<file path="src/rtl/logic_gates_pkg.sv">
// Shared gate-select enum and a single-bit gate evaluator used by the lane cells.
package logic_gates_pkg;

  typedef enum logic [2:0] {
    GATE_AND  = 3'd0,
    GATE_OR   = 3'd1,
    GATE_NOT  = 3'd2,
    GATE_NAND = 3'd3,
    GATE_NOR  = 3'd4,
    GATE_XOR  = 3'd5,
    GATE_XNOR = 3'd6
  } gate_e;

  localparam int unsigned NUM_GATES = 7;

  // NOT looks at operand A only; the unused encoding evaluates to 0.
  function automatic logic gate_eval(input gate_e op, input logic a, input logic b);
    case (op)
      GATE_AND:  gate_eval = a & b;
      GATE_OR:   gate_eval = a | b;
      GATE_NOT:  gate_eval = ~a;
      GATE_NAND: gate_eval = ~(a & b);
      GATE_NOR:  gate_eval = ~(a | b);
      GATE_XOR:  gate_eval = a ^ b;
      GATE_XNOR: gate_eval = ~(a ^ b);
      default:   gate_eval = 1'b0;
    endcase
  endfunction

endpackage

</file>
<file path="src/rtl/logic_gates_cell.sv">
// One-bit combinational slice: all seven gate values of a single operand lane.
module logic_gates_cell
  import logic_gates_pkg::*;
(
  input  logic                 a_i,
  input  logic                 b_i,
  output logic [NUM_GATES-1:0] y_o
);

  assign y_o[GATE_AND]  = gate_eval(GATE_AND,  a_i, b_i);
  assign y_o[GATE_OR]   = gate_eval(GATE_OR,   a_i, b_i);
  assign y_o[GATE_NOT]  = gate_eval(GATE_NOT,  a_i, b_i);
  assign y_o[GATE_NAND] = gate_eval(GATE_NAND, a_i, b_i);
  assign y_o[GATE_NOR]  = gate_eval(GATE_NOR,  a_i, b_i);
  assign y_o[GATE_XOR]  = gate_eval(GATE_XOR,  a_i, b_i);
  assign y_o[GATE_XNOR] = gate_eval(GATE_XNOR, a_i, b_i);

endmodule

</file>
<file path="src/rtl/logic_gates.sv">
// Bitwise two-operand gate evaluator: WIDTH lane cells feeding registered results
// with a one-cycle valid flag. Reset clears every result to 0, not to the gate of zero.
module logic_gates
  import logic_gates_pkg::*;
#(
  parameter int unsigned WIDTH = 1
) (
  input  logic             clk,
  input  logic             rst,
  input  logic             in_valid,
  input  logic [WIDTH-1:0] a,
  input  logic [WIDTH-1:0] b,
  output logic             out_valid,
  output logic [WIDTH-1:0] and_gate,
  output logic [WIDTH-1:0] or_gate,
  output logic [WIDTH-1:0] not_gate,
  output logic [WIDTH-1:0] nand_gate,
  output logic [WIDTH-1:0] nor_gate,
  output logic [WIDTH-1:0] xor_gate,
  output logic [WIDTH-1:0] xnor_gate
);

  logic [WIDTH-1:0] and_d, or_d, not_d, nand_d, nor_d, xor_d, xnor_d;
  logic [WIDTH-1:0] and_q, or_q, not_q, nand_q, nor_q, xor_q, xnor_q;
  logic             valid_q;

  for (genvar i = 0; i < WIDTH; i++) begin : g_lane
    logic [NUM_GATES-1:0] cell_y;

    logic_gates_cell u_cell (
      .a_i (a[i]),
      .b_i (b[i]),
      .y_o (cell_y)
    );

    assign and_d[i]  = cell_y[GATE_AND];
    assign or_d[i]   = cell_y[GATE_OR];
    assign not_d[i]  = cell_y[GATE_NOT];
    assign nand_d[i] = cell_y[GATE_NAND];
    assign nor_d[i]  = cell_y[GATE_NOR];
    assign xor_d[i]  = cell_y[GATE_XOR];
    assign xnor_d[i] = cell_y[GATE_XNOR];
  end

  // Result registers load only on valid operands; rst wins over in_valid.
  always_ff @(posedge clk) begin
    if (rst) begin
      valid_q <= 1'b0;
      and_q   <= {WIDTH{1'b0}};
      or_q    <= {WIDTH{1'b0}};
      not_q   <= {WIDTH{1'b0}};
      nand_q  <= {WIDTH{1'b0}};
      nor_q   <= {WIDTH{1'b0}};
      xor_q   <= {WIDTH{1'b0}};
      xnor_q  <= {WIDTH{1'b0}};
    end else begin
      valid_q <= in_valid;
      if (in_valid) begin
        and_q  <= and_d;
        or_q   <= or_d;
        not_q  <= not_d;
        nand_q <= nand_d;
        nor_q  <= nor_d;
        xor_q  <= xor_d;
        xnor_q <= xnor_d;
      end
    end
  end

  assign out_valid = valid_q;
  assign and_gate  = and_q;
  assign or_gate   = or_q;
  assign not_gate  = not_q;
  assign nand_gate = nand_q;
  assign nor_gate  = nor_q;
  assign xor_gate  = xor_q;
  assign xnor_gate = xnor_q;

endmodule

</file>
<file path="config.mk">
export PLATFORM = sky130hd
export DESIGN_NAME = logic_gates
export DESIGN_NICKNAME = d
export VERILOG_FILES = /design/src/rtl/logic_gates_pkg.sv /design/src/rtl/logic_gates_cell.sv /design/src/rtl/logic_gates.sv
export SDC_FILE = /design/constraint.sdc
export NUM_CORES = 1
export LEC_CHECK = 0
export ABC_AREA = 1
export ABC_CLOCK_PERIOD_IN_PS = 800
export BUFFER_PORTS_ARGS = -buffer_cell sky130_fd_sc_hd__buf_2
export CAP_MARGIN = 20
export CORE_AREA = 2 2 39 41
export DETAILED_ROUTE_END_ITERATION = 7
export DIE_AREA = 0 0 41 43
export PLACE_DENSITY = 0.49
export SETUP_SLACK_MARGIN = 0.1
export SYNTH_ARGS = -nofsm -noshare
export SYNTH_HDL_FRONTEND = slang
export SYNTH_SLANG_ARGS = --single-unit
</file>
<file path="constraint.sdc">
create_clock -name clk -period 0.8 [get_ports clk]
set_input_delay 0.12 -clock clk [delete_from_list [all_inputs] [get_ports clk]]
set_output_delay 0.12 -clock clk [all_outputs]
set_load 0.02 [all_outputs]
</file>
==> key figures, run 1 <==
Worst setup path
  – Worst R2R Path Depth: 3
  – Crit Path Class: flop to output pin
  – Delay-heaviest family, CP: flip-flops
  – R2R Path Start: xnor_gate$_SDFFE_PP0P_
  – FF-to-FF End: xnor_gate$_SDFFE_PP0P_
  – CP max FO: 2
  – Slowest CP cell: dfxtp_2
  – R2R setup slack: 0.13 ns
  – Worst path cell trace: buf_6
  – Slowest stage delay, CP: 0.34 ns
  – Critical path required time: 0.68 ns
  – Buf+Inv Stages, Crit Path: 1
  – Critical path endpoint category: output pin
  – Critical Path Start Type: flop
  – CP arrival: 0.70 ns

Clock tree
  – H-tree depth: 1
  – CTS max path bufs: 2
  – Clock Tree Root: clkbuf_4
  – Num Clock Sinks: 8
  – CTS tree: yes
  – Worst skew pair latency: 0.25 ns
  – CTS Buf Count: 3
  – Worst-path clk slew: 0.06 ns
  – Hold bufs inserted after CTS: 0

STA
  – Final setup viols: 8
  – Final Max Tran Viols: 0
  – Hold Fails Final Rpt: 0
  – FMAX: 1216 MHz
  – Measured slew at the worst slew-check pin: 0.2301 ns
  – Slew headroom: 0.8466
  – Period utilization: 1.028
  – RSZ-0062 raised after global routing: yes
  – Final min period: 0.8227 ns
  – Skew final: 0 ns
  – Final worst slack: -0.02268 ns

Synthesis
  – Yosys top cell by area: dfxtp_1
  – Top cells by count, synth: nor2_1 (11), dfxtp_1 (8), nand2_1 (7), ha_1 (4), inv_1 (4)
  – Synth Cell Area: 352.8 um^2
  – Syn Inst Count: 42
  – Post-synth top area share: 0.4539
  – Library cells used by synthesis: 10
  – Seq cells post-synth: 8
  – Ys flop type: dfxtp_1
  – Synth Net Count: 51
  – YS warnings: 0
  – Async S/R FF share, synth: 0
  – Mean area per synthesized cell: 8.401 um^2
  – Post-synth EDFFs: 0
  – Ranking of synthesized cells by area: dfxtp_1 (45%), ha_1 (14%), nor2_1 (12%), nand2_1 (7.4%), a21oi_2 (5.0%)
  – Seq/Total Area, Yosys: 0.4539
  – Most frequent cell after synthesis: nor2_1

Placed design
  – Hpwl dp: 465.2 um
  – Routability congestion estimate from global placement: 0.6636
  – Buffers on Ports: 12
  – # placed instances: 71

Floorplan
  – Initial Util: 0.2550
  – Row count: 14
  – Ports: 13
  – Die H: 43 um
  – Die width: 41 um
  – CORE AREA: 1384 um^2
  – Die Footprint: 1763 um^2

Worst hold path
  – Cell count of the worst hold path: 2
  – HP Class: primary input to flop
  – Worst Hold Endpoint: not_gate$_SDFFE_PP0P_
  – Hold_sp: rst

Power and ir drop
  – Seq pwr share: 0.471
  – Max VDD drop: 0.5005 mV
  – Comb pwr share: 0.206
  – Leak: 0.2644 nW
  – Tot Pwr: 0.9516 mW
  – Internal: 0.6974 mW
  – Power share of the clock group: 0.323
  – Power Density: 1756 nW/um^2
  – Net Sw Frac: 0.2671
  – Net Sw Power: 0.2541 mW

Cells and area
  – Multi-input logic area: 170.2 um^2
  – Ant diodes: 0
  – NumNets Final: 70
  – Reg area: 170.2 um^2
  – Area Growth Syn to Fin: 53.55%
  – Layout cells sized above 1: 0.5763
  – Fill count: 149
  – Final std cells w/o fill: 75

Outcome
  – Failing checks: setup timing
  – Outcome: finished, violations left

Routing
  – First-pass iteration count of the detailed router: 1
  – Final ANT Viol Nets: 0
  – DR vias: 300
  – DRC viols: 0
  – Vias per cell: 4.000
  – WL per Instance: 8.640 um
  – WL final: 648 um
  – 1st-iter DRT viols: 0

Global routing
  – Initial antenna violation count: 0
  – GRT Resource Usage Total: 0.09658
  – Number of global-route vias before repair: 267
  – Gr ovfl total: 0
  – Wire length of the first global-routing pass: 1048 um
  – Largest net degree at the start of global routing: 11

Run
  – Max Cap Violations: 0
## cell type report
| type | instances | area share |
|---|---|---|
| inverter | 5 | 0.04850 |
| tap | 16 | 0.03695 |
| clock buffer | 3 | 0.04157 |
| multi-input combinational | 28 | 0.3141 |
| timing repair buffer | 15 | 0.2448 |
| sequential | 8 | 0.3141 |
## cells in the final DEF, fill, tap and decap left out, drive strengths merged
master / n
nor2: 11
inv: 5
dfxtp: 8
ha: 4
nand2: 9
clkbuf: 3
o21ai: 2
buf: 15
a21oi: 2
## metrics by stage
step | setup TNS (ns) | util | hold slack (ns) | area (um^2) | worst slack (ns)
detailed placement | -0.04283 | 0.3264 | 0.3388 | 451.7 | -0.02962
floorplan | 0 | - | 0.1824 | 367.9 | 0.1123
global route | -0.3559 | 0.3915 | 0.06051 | 541.8 | -0.05303
finish | -0.07606 | 0.3915 | 0.06908 | 541.8 | -0.02268
CTS | -0.1666 | 0.3915 | 0.06153 | 541.8 | -0.02516
global placement | -0.03318 | 0.3264 | 0.3442 | 451.7 | -0.02451
## how the worst max path moves through the flow
stage | start | endpoint | slack, ns | cells after the start
3_5_place_dp | a | xor_gate$_SDFFE_PP0P_ | -0.03 | 7
4_1_cts | nor_gate$_SDFFE_PP0P_ | nor_gate | -0.03 | 1
6_report | xnor_gate$_SDFFE_PP0P_ | xnor_gate | -0.02 | 1
3_3_place_gp | a | xor_gate$_SDFFE_PP0P_ | -0.02 | 7
5_1_grt | xnor_gate$_SDFFE_PP0P_ | xnor_gate | -0.05 | 1
2_1_floorplan | xnor_gate$_SDFFE_PP0P_ | xnor_gate$_SDFFE_PP0P_ | 0.11 | 2
## what timing repair did
action / in CTS / in global routing
setup endpoints to repair: 8 / 9
pin swaps: 0 / 1
endpoints found under the hold margin: 0 / 0
resized for setup: 24 / 0
setup buffers: 1 / 0
## layer usage
| metal | part of all wire | GRT usage | vias up |
|---|---|---|---|
| met5 | 0 | 0 | - |
| met4 | 0.022 | 0.1000 | 0 |
| met3 | 0.045 | 0.03141 | 2 |
| met2 | 0.46 | 0.1188 | 9 |
| met1 | 0.47 | 0.1197 | 126 |
| li1 | - | - | 163 |
## flip-flops by register name (all words and copies together) (netlist names)
register,flops
or_gate,1
nand_gate,1
xnor_gate,1
not_gate,1
xor_gate,1
out_valid,1
and_gate,1
nor_gate,1
## power by group through the flow
stage	Sequential (mW)	Clock (mW)	Combinational (mW)
2_1_floorplan	0.480	0	0.0720
3_3_place_gp	0.445	0	0.162
3_5_place_dp	0.445	0	0.162
4_1_cts	0.448	0.326	0.198
5_1_grt	0.452	0.357	0.219
6_report	0.448	0.307	0.196
## cells by family after synthesis
kind of cell,synth area share
AO/OA/AOI/OAI,0.07802
flip-flops,0.4539
adder cells (fa/ha/maj),0.1418
AND/OR/NAND/NOR,0.2270
buffers and inverters,0.09928
Note: power is estimated with default switching activity, not from simulation.
==> inputs of run 2 (changes only) <==
Settings changed: REMOVE_ABC_BUFFERS set to 1.
==> key figures, run 2 (synthesis results as in run 1) <==
Global routing
  – GRT Resource Usage Total: 0.08826
  – Gr ovfl total: 0
  – GRT busiest layer: met1
  – M1 GR Usage: 0.1122
  – Grt met3 use: 0.03141
  – Wire length of the first global-routing pass: 966 um
  – Largest net degree at the start of global routing: 11
  – Number of global-route vias before repair: 257
  – Initial antenna violation count: 0
  – GRT met2 Usage: 0.1000

Cells and area
  – Commonest non-fill, non-tap cell in the layout: nor2_1
  – Final std cells w/o fill: 76
  – Final instance area: 534.3 um^2
  – Layout cells sized above 1: 0.5333
  – Fill count: 147
  – Area Growth Syn to Fin: 51.42%
  – Fin util: 0.3861
  – Most frequent cells in the layout: nor2_1 (11), dfxtp_2 (8), buf_6 (8), nand2_1 (7)
  – Ant diodes: 0
  – NumNets Final: 71

Clock tree
  – Num Clock Sinks: 8
  – CTS Buf Count: 3
  – Worst-path clk slew: 0.05 ns
  – Hold bufs inserted after CTS: 0
  – Worst skew pair latency: 0.24 ns
  – CTS max path bufs: 2
  – Clock Tree Root: clkbuf_4
  – H-tree depth: 1
  – Postcts setup bufs: 0
  – CTS tree: yes

Worst setup path
  – Critical path required time: 0.68 ns
  – Worst R2R Path Depth: 2
  – Slowest CP cell: dfxtp_2
  – Delay-heaviest family, CP: flip-flops
  – R2R Path Start: and_gate$_SDFFE_PP0P_
  – Worst path cell trace: buf_6
  – CP max FO: 2
  – Critical Path Start Type: flop
  – R2R setup slack: 0.18 ns
  – Slowest stage delay, CP: 0.34 ns
  – Crit Path Class: flop to output pin
  – CP arrival: 0.70 ns
  – FF-to-FF End: and_gate$_SDFFE_PP0P_
  – Critical path endpoint category: output pin
  – Buf+Inv Stages, Crit Path: 1

Routing
  – 1st-iter DRT viols: 4
  – DRC viols: 0
  – WL per Instance: 8.066 um
  – Vias per cell: 3.895
  – WL final: 613 um
  – Final ANT Viol Nets: 0
  – First-pass iteration count of the detailed router: 4
  – DR vias: 296

STA
  – Final Max Tran Viols: 0
  – Final min period: 0.8188 ns
  – Final worst slack: -0.01885 ns
  – Skew final: 0 ns
  – Period utilization: 1.024
  – Final setup viols: 7
  – Measured slew at the worst slew-check pin: 0.2247 ns
  – FMAX: 1221 MHz
  – Setup TNS: -0.05168 ns
  – Slew headroom: 0.8502
  – Hold Fails Final Rpt: 0
  – Hold WS: 0.07017 ns
  – RSZ-0062 raised after global routing: yes

Floorplan
  – Initial Util: 0.2550
  – Die H: 43 um
  – Die width: 41 um
  – CORE AREA: 1384 um^2
  – Ports: 13
  – Die Footprint: 1763 um^2
  – Row count: 14

Power and ir drop
  – Leak: 0.2711 nW
  – Power Density: 1753 nW/um^2
  – Tot Pwr: 0.9366 mW
  – Max VDD drop: 0.6534 mV

Placed design
  – Routability congestion estimate from global placement: 0.7355
  – Hpwl dp: 471.3 um
  – Buffers on Ports: 12
  – Placed cell areas: 451.7 um^2
  – Pre-CTS WS: -0.06242 ns
  – # placed instances: 73

Worst hold path
  – HP Class: primary input to flop
  – Worst Hold Endpoint: xnor_gate$_SDFFE_PP0P_
  – Cell count of the worst hold path: 2
  – Hold_sp: rst

Run
  – Max Cap Violations: 0

Outcome
  – Outcome: finished, violations left
  – Failing checks: setup timing
[run 2: cell types whose count changed in the layout (fill, tap and decap cells not counted)]
cell,change
inv_1,+2
inv_2,-1
ha_1,+1
o21ai_0,-1
o21ai_1,+1
inv_4,-1
ha_4,-1
buf_4,+1
[run 2: report_power, final]
part	switching [mW]	internal, mW
clock network	0.126	0.171
logic	0.0972	0.0937
registers	0.0172	0.432
[run 2: cell type report]
class	count	area, um^2	area share
sequential	8	170.2	0.3185
multi-input combinational	28	157.7	0.2951
timing repair buffer	16	140.1	0.2623
inverter	5	23.77	0.04450
clock buffer	3	22.52	0.04215
tap	16	20.02	0.03747
[run 2: worst max-delay path by stage]
stage / startpoint / to / depth (start not counted)
detailed placement: a / xor_gate$_SDFFE_PP0P_ / 7
global route: xnor_gate$_SDFFE_PP0P_ / xnor_gate / 1
finish: xnor_gate$_SDFFE_PP0P_ / xnor_gate / 1
CTS: xnor_gate$_SDFFE_PP0P_ / xnor_gate / 1
floorplan: a / xor_gate$_SDFFE_PP0P_ / 6
global placement: a / xor_gate$_SDFFE_PP0P_ / 7
[run 2: routing by layer]
metal	vias up	routed length (um)
met2	10	265
met3	4	32
met4	0	23
li1	164	-
met1	118	291
met5	-	0
[run 2: what timing repair did]
| item | in CTS | in global routing |
|---|---|---|
| gates cloned | 0 | 0 |
| endpoints found under the setup margin | 8 | 9 |
| gates resized for setup | 24 | 1 |
==> inputs of run 3 (changes only) <==
Settings changed: ABC_AREA 1 to not set, GPL_TIMING_DRIVEN set to 0.
==> key figures, run 3 <==
Cells and area
  – Multi-input logic area: 182.7 um^2
  – NumNets Final: 56
  – Final std cells w/o fill: 61
  – Fill count: 142
  – Most frequent cells in the layout: dfxtp_2 (8), buf_6 (8), nor2_1 (6), a211oi_2 (4), buf_2 (4)
  – Ant diodes: 0
  – Final instance area: 520.5 um^2
  – Reg area: 170.2 um^2
  – Layout cells sized above 1: 0.6667
  – Area Growth Syn to Fin: 50.18%

Synthesis
  – Synth Cell Area: 346.6 um^2
  – YS warnings: 0
  – Ranking of synthesized cells by area: dfxtp_1 (46%), a211oi_2 (14%), ha_1 (14%), mux2i_1 (8.7%), nor2_1 (7.6%)
  – Seq cells post-synth: 8
  – Yosys top cell by area: dfxtp_1
  – Largest family of logic cells by synthesized area: compound AO/OA/AOI/OAI gates
  – Synth Area in Simple Gates: 0.09386
  – Post-synthesis mux area share: 0.08664
  – Most frequent cell after synthesis: dfxtp_1
  – Async S/R FF share, synth: 0
  – Post-Synth Adder-Cell Area: 0.1444
  – Syn Inst Count: 31
  – Seq/Total Area, Yosys: 0.4621
  – Top cells by count, synth: dfxtp_1 (8), nor2_1 (7), a211oi_2 (4), ha_1 (4), mux2i_1 (3)
  – Synth Area in XOR/XNOR: 0
  – Compound-Gate Fraction of Synth Area: 0.1444
  – Library cells used by synthesis: 9
  – Post-synth EDFFs: 0
  – Mean area per synthesized cell: 11.18 um^2
  – Ys flop type: dfxtp_1
  – Post-synth top area share: 0.4621

Routing
  – First-pass iteration count of the detailed router: 2
  – WL final: 580 um
  – Final ANT Viol Nets: 0
  – DR vias: 249
  – WL per Instance: 9.508 um
  – 1st-iter DRT viols: 2
  – Vias per cell: 4.082
  – DRC viols: 0

Run
  – Max Cap Violations: 0

Power and ir drop
  – Max VDD drop: 0.8772 mV
  – Power Density: 1791 nW/um^2
  – Tot Pwr: 0.9324 mW
  – Leak: 0.2361 nW

Floorplan
  – Die width: 41 um
  – Initial Util: 0.2505
  – CORE AREA: 1384 um^2
  – Die H: 43 um
  – Die Footprint: 1763 um^2
  – Ports: 13
  – Row count: 14

Worst setup path
  – FF-to-FF End: not_gate$_SDFFE_PP0P_
  – Worst R2R Path Depth: 3
  – R2R setup slack: 0.06 ns
  – Slowest stage delay, CP: 0.32 ns
  – Critical path endpoint category: output pin
  – Crit path depth: 1
  – R2R Path Start: not_gate$_SDFFE_PP0P_
  – Buf+Inv Stages, Crit Path: 1
  – Critical Path Start Type: flop
  – Crit Path Class: flop to output pin
  – CP Capture Point: or_gate
  – Worst path cell trace: buf_6
  – CP Launch Point: or_gate$_SDFFE_PP0P_
  – Delay-heaviest family, CP: flip-flops
  – Slowest CP cell: dfxtp_2
  – CP arrival: 0.69 ns
  – CP max FO: 2
  – Critical path required time: 0.68 ns

Clock tree
  – H-tree depth: 1
  – Num Clock Sinks: 8
  – CTS tree: yes
  – Worst-path clk slew: 0.05 ns
  – Clock Tree Root: clkbuf_4
  – CTS Buf Count: 3
  – CTS max path bufs: 2
  – Worst skew pair latency: 0.25 ns

STA
  – Period utilization: 1.011
  – Final min period: 0.8085 ns
  – Measured slew at the worst slew-check pin: 0.3077 ns
  – Skew final: 0 ns
  – Final Max Tran Viols: 0
  – Slew headroom: 0.7949
  – Final setup viols: 7
  – Final worst slack: -0.008483 ns
  – FMAX: 1237 MHz
  – Hold Fails Final Rpt: 0
  – RSZ-0062 raised after global routing: yes

Outcome
  – Outcome: finished, violations left
  – Failing checks: setup timing

Global routing
  – Number of global-route vias before repair: 243
  – GRT Resource Usage Total: 0.08744
  – Gr ovfl total: 0
  – Largest net degree at the start of global routing: 13
  – Wire length of the first global-routing pass: 972 um
  – Initial antenna violation count: 0

Worst hold path
  – HP Class: primary input to flop
  – Hold_sp: a

Placed design
  – Placed cell areas: 410.4 um^2
  – Buffers on Ports: 12
  – # placed instances: 57
  – Routability congestion estimate from global placement: 0.6592
  – Pre-CTS WS: -0.1376 ns
[run 3: cell types whose count changed after synthesis, moves of 3 or more]
cell	delta
a211oi_2	+4
mux2i_1	+3
nand2_1	-7
nor2_1	-4
[run 3: metal layers]
metal	vias to the layer above	global-route usage	wire length, um	share of wire
li1	130	-	-	-
met4	0	0.02000	0	0
met2	10	0.1094	270	0.47
met3	0	0.09424	66	0.11
met5	-	0	0	0
met1	109	0.1000	244	0.42
[run 3: timing repair]
item / in CTS / in global routing
buffers inserted: 0 / 1
hold endpoints to repair: 0 / 0
hold buffers: 0 / 0
cloned: 0 / 0
resized for setup: 24 / 3
pin swaps: 0 / 1
setup endpoints to repair: 8 / 10
[run 3: worst min path at each step]
stage                                  endpoint  slack, ns  cells past startpoint
after floorplan            out_valid$_SDFF_PP0_       0.19                      1
after global placement    not_gate$_SDFFE_PP0P_       0.37                      2
after detailed placement  not_gate$_SDFFE_PP0P_       0.37                      2
after CTS                 not_gate$_SDFFE_PP0P_        0.1                      2
after global routing      not_gate$_SDFFE_PP0P_       0.10                      2
final                     not_gate$_SDFFE_PP0P_       0.10                      2
[run 3: area by class of cell]
type,count,share of cell area
multi-input cells,19,0.3510
flip-flops and latches,8,0.3269
repair buffers,13,0.2260
clock buffers,3,0.04327
well taps,16,0.03846
inverters,2,0.01442
[run 3: cell families after synthesis]
logic type / after synthesis
simple gates: 8
flops: 8
compound gates: 4
buf+inv: 4
fa+ha+maj: 4
mux: 3
[run 3: where the power goes]
group	internal (mW)	switching, mW	leakage, nW
Sequential	0.430	0.0160	0.0688
Clock	0.171	0.127	0.0138
Combinational	0.0933	0.0948	0.153
Total	0.695	0.238	0.236
[run 3: through the flow]
step,hold WS [ns],setup TNS [ns],util
after CTS,0.09581,-0.1655,0.3562
after floorplan,0.1916,0,-
final,0.1033,-0.04838,0.3761
after global placement,0.3722,-0.2568,0.2966
after detailed placement,0.3730,-0.2633,0.2966
after global routing,0.1025,-0.3449,0.3761
